### src/rtl/rv32_pkg.sv
// Shared RV32I encoder definitions: opcode constants, per-word status codes,
// encoder FSM states and immediate range helpers.
package rv32_pkg;

  localparam logic [6:0] OP_LOAD   = 7'b0000011;
  localparam logic [6:0] OP_ALUI   = 7'b0010011;
  localparam logic [6:0] OP_STORE  = 7'b0100011;
  localparam logic [6:0] OP_BRANCH = 7'b1100011;
  localparam logic [6:0] OP_LUI    = 7'b0110111;
  localparam logic [6:0] OP_AUIPC  = 7'b0010111;
  localparam logic [6:0] OP_JAL    = 7'b1101111;
  localparam logic [6:0] OP_JALR   = 7'b1100111;
  localparam logic [6:0] OP_R      = 7'b0110011;

  localparam int unsigned INST_W = 32;
  localparam int unsigned ERR_W  = 2;

  typedef enum logic [1:0] {
    ERR_OK     = 2'b00,
    ERR_RANGE  = 2'b01,
    ERR_OPCODE = 2'b10
  } enc_err_e;

  typedef enum logic {
    ST_RUN = 1'b0,
    ST_ERR = 1'b1
  } enc_state_e;

  // True when v is representable as a two's-complement value of (msb+1) bits.
  function automatic logic fits_signed(input logic [31:0] v, input int unsigned msb);
    logic signed [31:0] hi;
    hi = $signed(v) >>> msb;
    return (hi == 32'sd0) || (hi == -32'sd1);
  endfunction

endpackage

### src/rtl/enc_fifo2.sv
// Two-entry output buffer with valid/ready handshakes on both sides; the
// push side readiness depends only on local state.
module enc_fifo2
  import rv32_pkg::*;
#(
  parameter int unsigned W = 8
) (
  input  logic         clk,
  input  logic         reset,
  input  logic         push_valid,
  output logic         push_ready,
  input  logic [W-1:0] push_data,
  output logic         pop_valid,
  input  logic         pop_ready,
  output logic [W-1:0] pop_data
);

  logic [W-1:0] head_r;
  logic [W-1:0] tail_r;
  logic         valid_r;
  logic         full_r;
  logic         push_s;
  logic         pop_s;

  assign push_ready = !full_r;
  assign pop_valid  = valid_r;
  assign pop_data   = head_r;
  assign push_s     = push_valid && !full_r;
  assign pop_s      = valid_r && pop_ready;

  // Entry storage and occupancy; a push during a pop from a single entry lands at the head.
  always_ff @(posedge clk) begin
    if (reset) begin
      head_r  <= '0;
      tail_r  <= '0;
      valid_r <= 1'b0;
      full_r  <= 1'b0;
    end else begin
      case ({full_r, valid_r})
        2'b00: begin
          if (push_s) begin
            head_r  <= push_data;
            valid_r <= 1'b1;
          end
        end
        2'b01: begin
          if (push_s && pop_s) begin
            head_r <= push_data;
          end else if (push_s) begin
            tail_r <= push_data;
            full_r <= 1'b1;
          end else if (pop_s) begin
            valid_r <= 1'b0;
          end
        end
        2'b11: begin
          if (pop_s) begin
            head_r <= tail_r;
            full_r <= 1'b0;
          end
        end
        default: begin
          valid_r <= 1'b0;
          full_r  <= 1'b0;
        end
      endcase
    end
  end

endmodule

### src/rtl/inst_encoder.sv
// RV32I instruction encoder: combinational field packing and range checks,
// a two-entry output buffer, error-halt FSM and delivery counters.
module inst_encoder
  import rv32_pkg::*;
(
  input  logic        clk,
  input  logic        reset,
  input  logic        in_valid,
  output logic        in_ready,
  input  logic [6:0]  opcode,
  input  logic [4:0]  rd,
  input  logic [4:0]  rs1,
  input  logic [4:0]  rs2,
  input  logic [2:0]  funct3,
  input  logic [6:0]  funct7,
  input  logic [31:0] imm,
  input  logic        halt_on_err,
  input  logic        err_clr,
  output logic        out_valid,
  input  logic        out_ready,
  output logic [31:0] inst_code,
  output logic [1:0]  out_err,
  output logic [15:0] enc_cnt,
  output logic [7:0]  err_cnt
);

  enc_state_e                state_r;
  logic [15:0]               enc_cnt_r;
  logic [7:0]                err_cnt_r;
  logic [INST_W-1:0]         code_s;
  enc_err_e                  err_s;
  logic                      fifo_ready_s;
  logic                      accept_s;
  logic                      deliver_s;
  logic [ERR_W+INST_W-1:0]   fifo_out_s;

  assign in_ready  = (state_r == ST_RUN) && fifo_ready_s;
  assign accept_s  = in_valid && in_ready;
  assign deliver_s = out_valid && out_ready;
  assign inst_code = fifo_out_s[INST_W-1:0];
  assign out_err   = fifo_out_s[ERR_W+INST_W-1:INST_W];
  assign enc_cnt   = enc_cnt_r;
  assign err_cnt   = err_cnt_r;

  // Field packing per instruction format plus immediate range classification.
  always_comb begin
    code_s = 32'd0;
    err_s  = ERR_OK;
    case (opcode)
      OP_LOAD, OP_ALUI, OP_JALR: begin
        code_s = {imm[11:0], rs1, funct3, rd, opcode};
        if (!fits_signed(imm, 32'd11)) err_s = ERR_RANGE;
        else                           err_s = ERR_OK;
      end
      OP_STORE: begin
        code_s = {imm[11:5], rs2, rs1, funct3, imm[4:0], opcode};
        if (!fits_signed(imm, 32'd11)) err_s = ERR_RANGE;
        else                           err_s = ERR_OK;
      end
      OP_BRANCH: begin
        code_s = {imm[12], imm[10:5], rs2, rs1, funct3, imm[4:1], imm[11], opcode};
        if (!fits_signed(imm, 32'd12) || imm[0]) err_s = ERR_RANGE;
        else                                     err_s = ERR_OK;
      end
      OP_LUI, OP_AUIPC: begin
        code_s = {imm[31:12], rd, opcode};
        if (imm[11:0] != 12'd0) err_s = ERR_RANGE;
        else                    err_s = ERR_OK;
      end
      OP_JAL: begin
        code_s = {imm[20], imm[10:1], imm[11], imm[19:12], rd, opcode};
        if (!fits_signed(imm, 32'd20) || imm[0]) err_s = ERR_RANGE;
        else                                     err_s = ERR_OK;
      end
      OP_R: begin
        code_s = {funct7, rs2, rs1, funct3, rd, opcode};
        err_s  = ERR_OK;
      end
      default: begin
        code_s = 32'd0;
        err_s  = ERR_OPCODE;
      end
    endcase
  end

  enc_fifo2 #(.W(ERR_W + INST_W)) u_fifo (
    .clk        (clk),
    .reset      (reset),
    .push_valid (accept_s),
    .push_ready (fifo_ready_s),
    .push_data  ({err_s, code_s}),
    .pop_valid  (out_valid),
    .pop_ready  (out_ready),
    .pop_data   (fifo_out_s)
  );

  // Halt FSM: a clear arriving with an erroring accept wins and keeps RUN.
  always_ff @(posedge clk) begin
    if (reset) begin
      state_r <= ST_RUN;
    end else begin
      case (state_r)
        ST_RUN: begin
          if (accept_s && (err_s != ERR_OK) && halt_on_err && !err_clr) state_r <= ST_ERR;
        end
        ST_ERR: begin
          if (err_clr) state_r <= ST_RUN;
        end
        default: state_r <= ST_RUN;
      endcase
    end
  end

  // Delivery counters: good words wrap, errored words saturate.
  always_ff @(posedge clk) begin
    if (reset) begin
      enc_cnt_r <= 16'd0;
      err_cnt_r <= 8'd0;
    end else if (deliver_s) begin
      if (out_err == ERR_OK) enc_cnt_r <= enc_cnt_r + 16'd1;
      else if (err_cnt_r != 8'hFF) err_cnt_r <= err_cnt_r + 8'd1;
    end
  end

endmodule

### config.mk
export PLATFORM = sky130hd
export DESIGN_NAME = inst_encoder
export DESIGN_NICKNAME = d
export VERILOG_FILES = /design/src/rtl/rv32_pkg.sv /design/src/rtl/enc_fifo2.sv /design/src/rtl/inst_encoder.sv
export SDC_FILE = /design/constraint.sdc
export NUM_CORES = 1
export LEC_CHECK = 0
export BUFFER_PORTS_ARGS = -buffer_cell sky130_fd_sc_hd__buf_2
export CAP_MARGIN = 25
export CORE_MARGIN = 4
export CORE_UTILIZATION = 53
export DETAILED_ROUTE_END_ITERATION = 6
export GPL_TIMING_DRIVEN = 0
export HOLD_SLACK_MARGIN = 0.15
export PLACE_DENSITY = 0.78
export SKIP_CTS_REPAIR_TIMING = 1
export SLEW_MARGIN = 20
export SYNTH_ARGS = -nofsm -noshare
export SYNTH_HDL_FRONTEND = slang
export SYNTH_HIERARCHICAL = 1
export SYNTH_SLANG_ARGS = --single-unit
export TNS_END_PERCENT = 10
### constraint.sdc
create_clock -name clk -period 2.25 [get_ports clk]
set_input_delay 0.1125 -clock clk [delete_from_list [all_inputs] [get_ports clk]]
set_output_delay 0.1125 -clock clk [all_outputs]
set_load 0.01 [all_outputs]
After elaboration in Yosys (flattened, before gate mapping)
Cells that the tools add are included.
{"block": "classes", "mux": 20, "bitwise_logic": 5, "n_eq_ne": 22, "n_reduce_logical": 34, "n_addsub": 2}
{"operator": "one-hot mux 32 bit (6 select lines)", "count": 1}
{"operator": "2-to-1 mux 34 bit", "count": 3}
{"operator": "one-hot mux 34 bit (3 select lines)", "count": 1}
{"operator": "logical NOT 32 bit", "count": 3}
{"operator": "equality test 21 x 1 -> 1 bit (second input constant)", "count": 1}
{"operator": "equality test 7 x 6 -> 1 bit (second input constant)", "count": 3}
{"operator": "equality test 7 bit (second input constant)", "count": 3}
{"operator": "equality test 20 x 1 -> 1 bit (second input constant)", "count": 1}
{"operator": "adder 16 x 1 -> 16 bit (second input constant)", "count": 1}
{"operator": "equality test 7 x 5 -> 1 bit (second input constant)", "count": 2}
{"operator": "equality test 12 x 1 -> 1 bit (second input constant)", "count": 1}
{"operator": "nonzero test 12 bit", "count": 1}
{"operator": "2-to-1 mux 1 bit", "count": 11}
{"operator": "inequality test 2 x 1 -> 1 bit (second input constant)", "count": 5}
{"operator": "one-hot mux 2 bit (5 select lines)", "count": 1}
{"operator": "adder 8 x 1 -> 8 bit (second input constant)", "count": 1}
{"operator": "logical AND 1 bit", "count": 8}
{"operator": "inequality test 8 bit (second input constant)", "count": 1}
{"operator": "AND reduction 4 bit", "count": 2}
{"operator": "equality test 7 x 2 -> 1 bit (second input constant)", "count": 1}
{"operator": "one-hot mux 1 bit (3 select lines)", "count": 2}
{"operator": "AND reduction 3 bit", "count": 2}
{"operator": "logical OR 1 bit", "count": 5}
{"operator": "inverter 1 bit", "count": 5}
{"operator": "13 further kinds", "count": 18}
{"block": "word_totals", "register_bits": 95, "elab_cells": 90, "inputBits": 70, "output_inout_bits": 60}

Logic depth before layout (Yosys ltp)
{"block": "logic_depth", "word_depth": 12, "ltp_mapped": 10, "ltp_nobuf": 8}

Cells and area by module
The synthesis kept the hierarchy.
{"module": "enc_fifo2", "cells_per_inst": 322, "area_per_inst_um2": 2902.8, "seq_area_each_um2": 1401.3, "n_inst": 1}
{"module": "inst_encoder", "cells_per_inst": 234, "area_per_inst_um2": 1846.8, "seq_area_each_um2": 500.5, "n_inst": 1}

Worst setup path before layout
No wires, ideal clock.
{"block": "synth_timing", "path_type": "register to register", "start": "register u_fifo.full_r", "end": "register u_fifo.head_r[5], in the netlist u_fifo/pop_data[5]", "slack_ns": 0.346, "t_arrival_ns": 1.835, "path_stages_with_launch": 10, "n_path_buf": 3, "required_time_ns": 2.181, "period_less_slack_ns": 1.904, "setup_time_ns": 0.069, "path_cell_list": "dfxtp_1 > clkbuf_1 > inv_1 > nor2b_1 > and2_1 > nor2_1 > or4_4 > buf_6 > buf_6 > o21ai_1"}
{"block": "synth_via", "elab_chain_cells": 7, "word_cells_on_any_way": 14, "cone_classes": "eq/ne: 5; mux: 1; reduce/logical: 8"}
{"element": "start: declaration", "line": "enc_fifo2.sv:21", "rtl": "logic full_r;"}
{"element": "start signal: assignment", "line": "enc_fifo2.sv:37", "rtl": "full_r <= 1'b0;"}
{"element": "start signal: assignment", "line": "enc_fifo2.sv:51", "rtl": "full_r <= 1'b1;"}
{"element": "start signal: assignment", "line": "enc_fifo2.sv:59", "rtl": "full_r <= 1'b0;"}
{"element": "logical NOT 1 bit *", "line": "enc_fifo2.sv:25", "rtl": "assign push_ready = !full_r;"}
{"element": "net fifo_ready_s", "line": "inst_encoder.sv:32", "rtl": "logic fifo_ready_s;"}
{"element": "logical AND 1 bit *", "line": "inst_encoder.sv:37", "rtl": "assign in_ready = (state_r == ST_RUN) && fifo_ready_s;"}
{"element": "net in_ready", "line": "inst_encoder.sv:9", "rtl": "output logic in_ready,"}
{"element": "logical AND 1 bit *", "line": "inst_encoder.sv:38", "rtl": "assign accept_s = in_valid && in_ready;"}
{"element": "net accept_s", "line": "inst_encoder.sv:33", "rtl": "logic accept_s;"}
{"element": "logical AND 1 bit *", "line": "enc_fifo2.sv:28", "rtl": "assign push_s = push_valid && !full_r;"}
{"element": "logical AND 1 bit", "line": "enc_fifo2.sv:47", "rtl": "if (push_s && pop_s) begin"}
{"element": "inequality test 2 x 1 -> 1 bit (no line)"}
{"element": "AND reduction 4 bit (no line) *"}
{"element": "end signal: assignment", "line": "enc_fifo2.sv:42", "rtl": "head_r <= push_data;"}
{"element": "end signal: assignment", "line": "enc_fifo2.sv:48", "rtl": "head_r <= push_data;"}
{"element": "end signal: assignment", "line": "enc_fifo2.sv:58", "rtl": "head_r <= tail_r;"}
{"element": "end: declaration", "line": "enc_fifo2.sv:18", "rtl": "logic [W-1:0] head_r;"}
Mark *: on every way through the listed nets, which the timed path passes. The rest lies on a longest branch.
A chain may end at the register's enable or synchronous reset.

Worst setup path in the final report
{"block": "layout_timing", "start": "register u_fifo.full_r", "end": "register u_fifo.tail_r[22]"}
{"block": "layout_via", "elab_chain_cells": 7, "word_cells_on_any_way": 8, "cone_classes": "eq/ne: 1; bitwise: 1; reduce/logical: 6"}
{"element": "logical NOT 1 bit *", "line": "enc_fifo2.sv:25"}
{"element": "net fifo_ready_s", "line": "inst_encoder.sv:32"}
{"element": "logical AND 1 bit *", "line": "inst_encoder.sv:37"}
{"element": "logical AND 1 bit *", "line": "inst_encoder.sv:38"}
{"element": "net accept_s", "line": "inst_encoder.sv:33"}
{"element": "logical AND 1 bit *", "line": "enc_fifo2.sv:28"}
{"element": "logical AND 1 bit", "line": "enc_fifo2.sv:47"}
{"element": "inverter 1 bit (no line)"}
{"element": "AND reduction 3 bit (no line) *"}
{"element": "end signal: assignment", "line": "enc_fifo2.sv:50", "rtl": "tail_r <= push_data;"}
{"element": "end: declaration", "line": "enc_fifo2.sv:19", "rtl": "logic [W-1:0] tail_r;"}
Marks and branches as above.

==> flow_metrics.py <==
metrics = {
    "run_status": {
        "status": "completed",
    },
    "final_layout": {
        "final_cells": 808,
        "antenna_cells": 0,
        "nNetsFinal": 767,
        "drive_above_1_share": 0.256,
        "most-common-layout-cells": "buf_2, dfxtp_1, nand2_1, a21oi_1, mux2i_1",
        "nFillCells": 744,
        "layout_commonest_cell": "buf_2",
        "fin_util": 0.660,
        "area_growth_pct": 21.2,
        "design_area_um2": 5760,
    },
    "yosys": {
        "ys_seq_area_frac": 0.400,
        "syn_nets": 628,
        "netlist_instances": 556,
        "synth_warnings": 6,
        "synth_cell_types": 55,
        "syn_area_per_cell_um2": 8.54,
        "yosys_most_used_dff": "dfxtp_1",
        "ys_seq_elements": 95,
        "syn_area_um2": 4750,
        "async_flop_share": 0,
        "synth-edff-count": 0,
    },
    "clocking": {
        "cts_buffer_depth": 2,
        "cts_root_buf": "clkbuf_8",
        "numCtsBuffers": 9,
        "htreeDepth": 3,
        "clk_pin_slew_ps": 110,
        "tritoncts": "done",
        "cts_sinks": 95,
        "clk_latency_ps": 370,
    },
    "global_routing": {
        "first_global_vias": 4709,
        "overflow": 0,
        "antenna_found_initial": 0,
        "grt_pass1_wl_um": 22100,
        "grt_max_degree": 19,
        "track_usage": 0.263,
    },
    "setup_path": {
        "cp.arrival_ps": 2450,
        "cp_data_required_time_ps": 2540,
        "end_kind": "flip-flop",
        "cp_cell_sequence": "clkbuf_1 -> inv_1 -> nor2b_1 -> and2_1 -> nor4bb_1 -> buf_2 -> clkbuf_1 -> nand2_1 -> a21oi_1",
        "critPathBufInv": 4,
        "crit_top_cell": "clkbuf_1",
        "cpLargestDelayFamily": "buffers and inverters",
        "cp_slowest_cell": "clkbuf_1",
        "slowest_delay_ps": 360,
        "critPathKind": "flip-flop to flip-flop",
        "cp_max_fo": 10,
        "cp-start-kind": "flip-flop",
    },
    "sta": {
        "rsz0062_at_grt": "yes",
        "fin_skew_ps": 17.4,
        "setup_ws_ps": 89.9,
        "fin_setup_tns_ps": 0,
        "whs_ps": 126,
        "timing.final.max_slew_violations": 0,
        "finalCritPeriodShare": 0.960,
        "max_slew_margin": 0.626,
        "max_freq_mhz": 463,
        "hold_viol_final": 0,
        "final.min_clock_period_ps": 2160,
        "worst_pin_slew_ps": 547,
        "setup_viol_count_final": 0,
    },
    "drt": {
        "drt-initial-drc-count": 292,
        "vias": 4847,
        "first_pass_iters": 5,
        "ant_nets": 0,
        "drcViolationCount": 0,
        "wl_per_cell_um": 17.3,
        "vias_per_cell": 6.00,
        "wl_um": 14000,
    },
    "job": {
        "max-cap-violations": 0,
    },
    "placed_design": {
        "place_congestion": 0.905,
        "dp_slack_ps": 76.2,
        "io_buffers": 126,
        "hpwl_um": 10700,
        "placed_cells": 790,
        "placed_area_um2": 5520,
    },
    "floorplanning": {
        "rows": 34,
        "dieArea_um2": 10500,
        "die_h_um": 103,
        "core_region_area_um2": 8720,
        "dieWidth_um": 103,
        "initial_utilization": 0.545,
        "ios": 130,
    },
    "hold_path": {
        "hp-class": "input port to flip-flop",
    },
    "power_and_ir_drop": {
        "fin_total_pwr_mw": 3.23,
        "leakagePower_nw": 2.56,
        "power.density_nw_per_um2": 561,
        "peakVddDrop_mv": 0.367,
    },
}
-- where the power goes --
group / switching [mW] / internal [mW] / leakage (nW)
registers: 0.0119 / 1.70 / 0.766
logic: 0.213 / 0.130 / 1.69
clock network: 0.642 / 0.538 / 0.107
total: 0.867 / 2.36 / 2.56
-- tightest hold or removal path, stage by stage --
cell       delay (ps)
buf_6             110
a2111oi_0         120
nand2_1            60
a21oi_1            50
-- layout make-up --
class,instances,area (um^2),share of cell area
Buffer,44,254,0.0441
Inverter,16,60.1,0.0104
Timing Repair Buffer,128,651,0.113
Clock inverter,7,85.1,0.0148
Multi-Input combinational cell,401,2540,0.442
Sequential cell,95,1900,0.330
Tap cell,108,135,0.0235
Clock buffer,9,124,0.0215
-- state kept, by name, indices dropped and copies added, names as in the netlist --
name / cells
u_fifo/tail_r: 34
u_fifo/full_r: 1
enc_cnt: 16
err_cnt: 8
u_fifo/pop_data: 34
u_fifo/pop_valid: 1
state_r: 1
-- synthesized netlist by cell type, types with 2 or more instances --
cell / number / share of area
dfxtp_1: 95 / 0.40
nand2_1: 86 / 0.068
a21oi_1: 43 / 0.045
mux2i_1: 36 / 0.076
o311ai_0: 34 / 0.063
nor2_1: 33 / 0.026
o21ai_1: 30 / 0.032
clkbuf_1: 27 / 0.021
inv_1: 16 / 0.013
nand3_1: 14 / 0.015
xor2_1: 14 / 0.026
a22o_1: 13 / 0.024
a222oi_1: 10 / 0.021
nand4_1: 10 / 0.013
o21ai_0: 10 / 0.011
buf_6: 8 / 0.019
nor4_1: 8 / 0.011
buf_2: 7 / 0.0074
and3_1: 5 / 0.0066
nor3_1: 5 / 0.0053
xnor2_1: 5 / 0.0092
or3_1: 4 / 0.0053
and2_1: 3 / 0.0040
o211ai_1: 3 / 0.0047
a21oi_2: 2 / 0.0037
and4_1: 2 / 0.0037
ha_1: 2 / 0.0053
nor2_4: 2 / 0.0047
nor2b_1: 2 / 0.0026
nor2b_4: 2 / 0.0058
-- cell families (layout without fill, tap and decap cells) --
kind of cell	after synthesis	count (layout)	synth area share
muxes	37	37	0.0782
and+or+nand+nor	186	186	0.191
xor gates and xnor gates	19	19	0.0350
adders and majority gates	2	2	0.00527
DFF	95	95	0.400
AOI/OAI and AO/OA	157	157	0.226
buffers and inverters	60	204	0.0643
-- worst paths after layout --
kind | depth (start not counted) | to | slack (ps) | from
setup / recovery | 9 | u_fifo/tail_r[22]$_SDFFE_PP0P_ | 90 | u_fifo/full_r$_SDFFE_PP0P_
setup reg to reg | 9 | u_fifo/tail_r[22]$_SDFFE_PP0P_ | 90 | u_fifo/full_r$_SDFFE_PP0P_
hold reg to reg | 2 | u_fifo/tail_r[10]$_SDFFE_PP0P_ | 460 | u_fifo/tail_r[10]$_SDFFE_PP0P_
hold / removal | 4 | u_fifo/tail_r[5]$_SDFFE_PP0P_ | 130 | opcode[4]
-- per-layer routing --
layer,GRT usage,wire [um]
met1,0.325,5800
met2,0.443,6650
met3,0.0433,1010
met4,0.130,510
met5,0,0
Power figures use the tool's default switching activity.
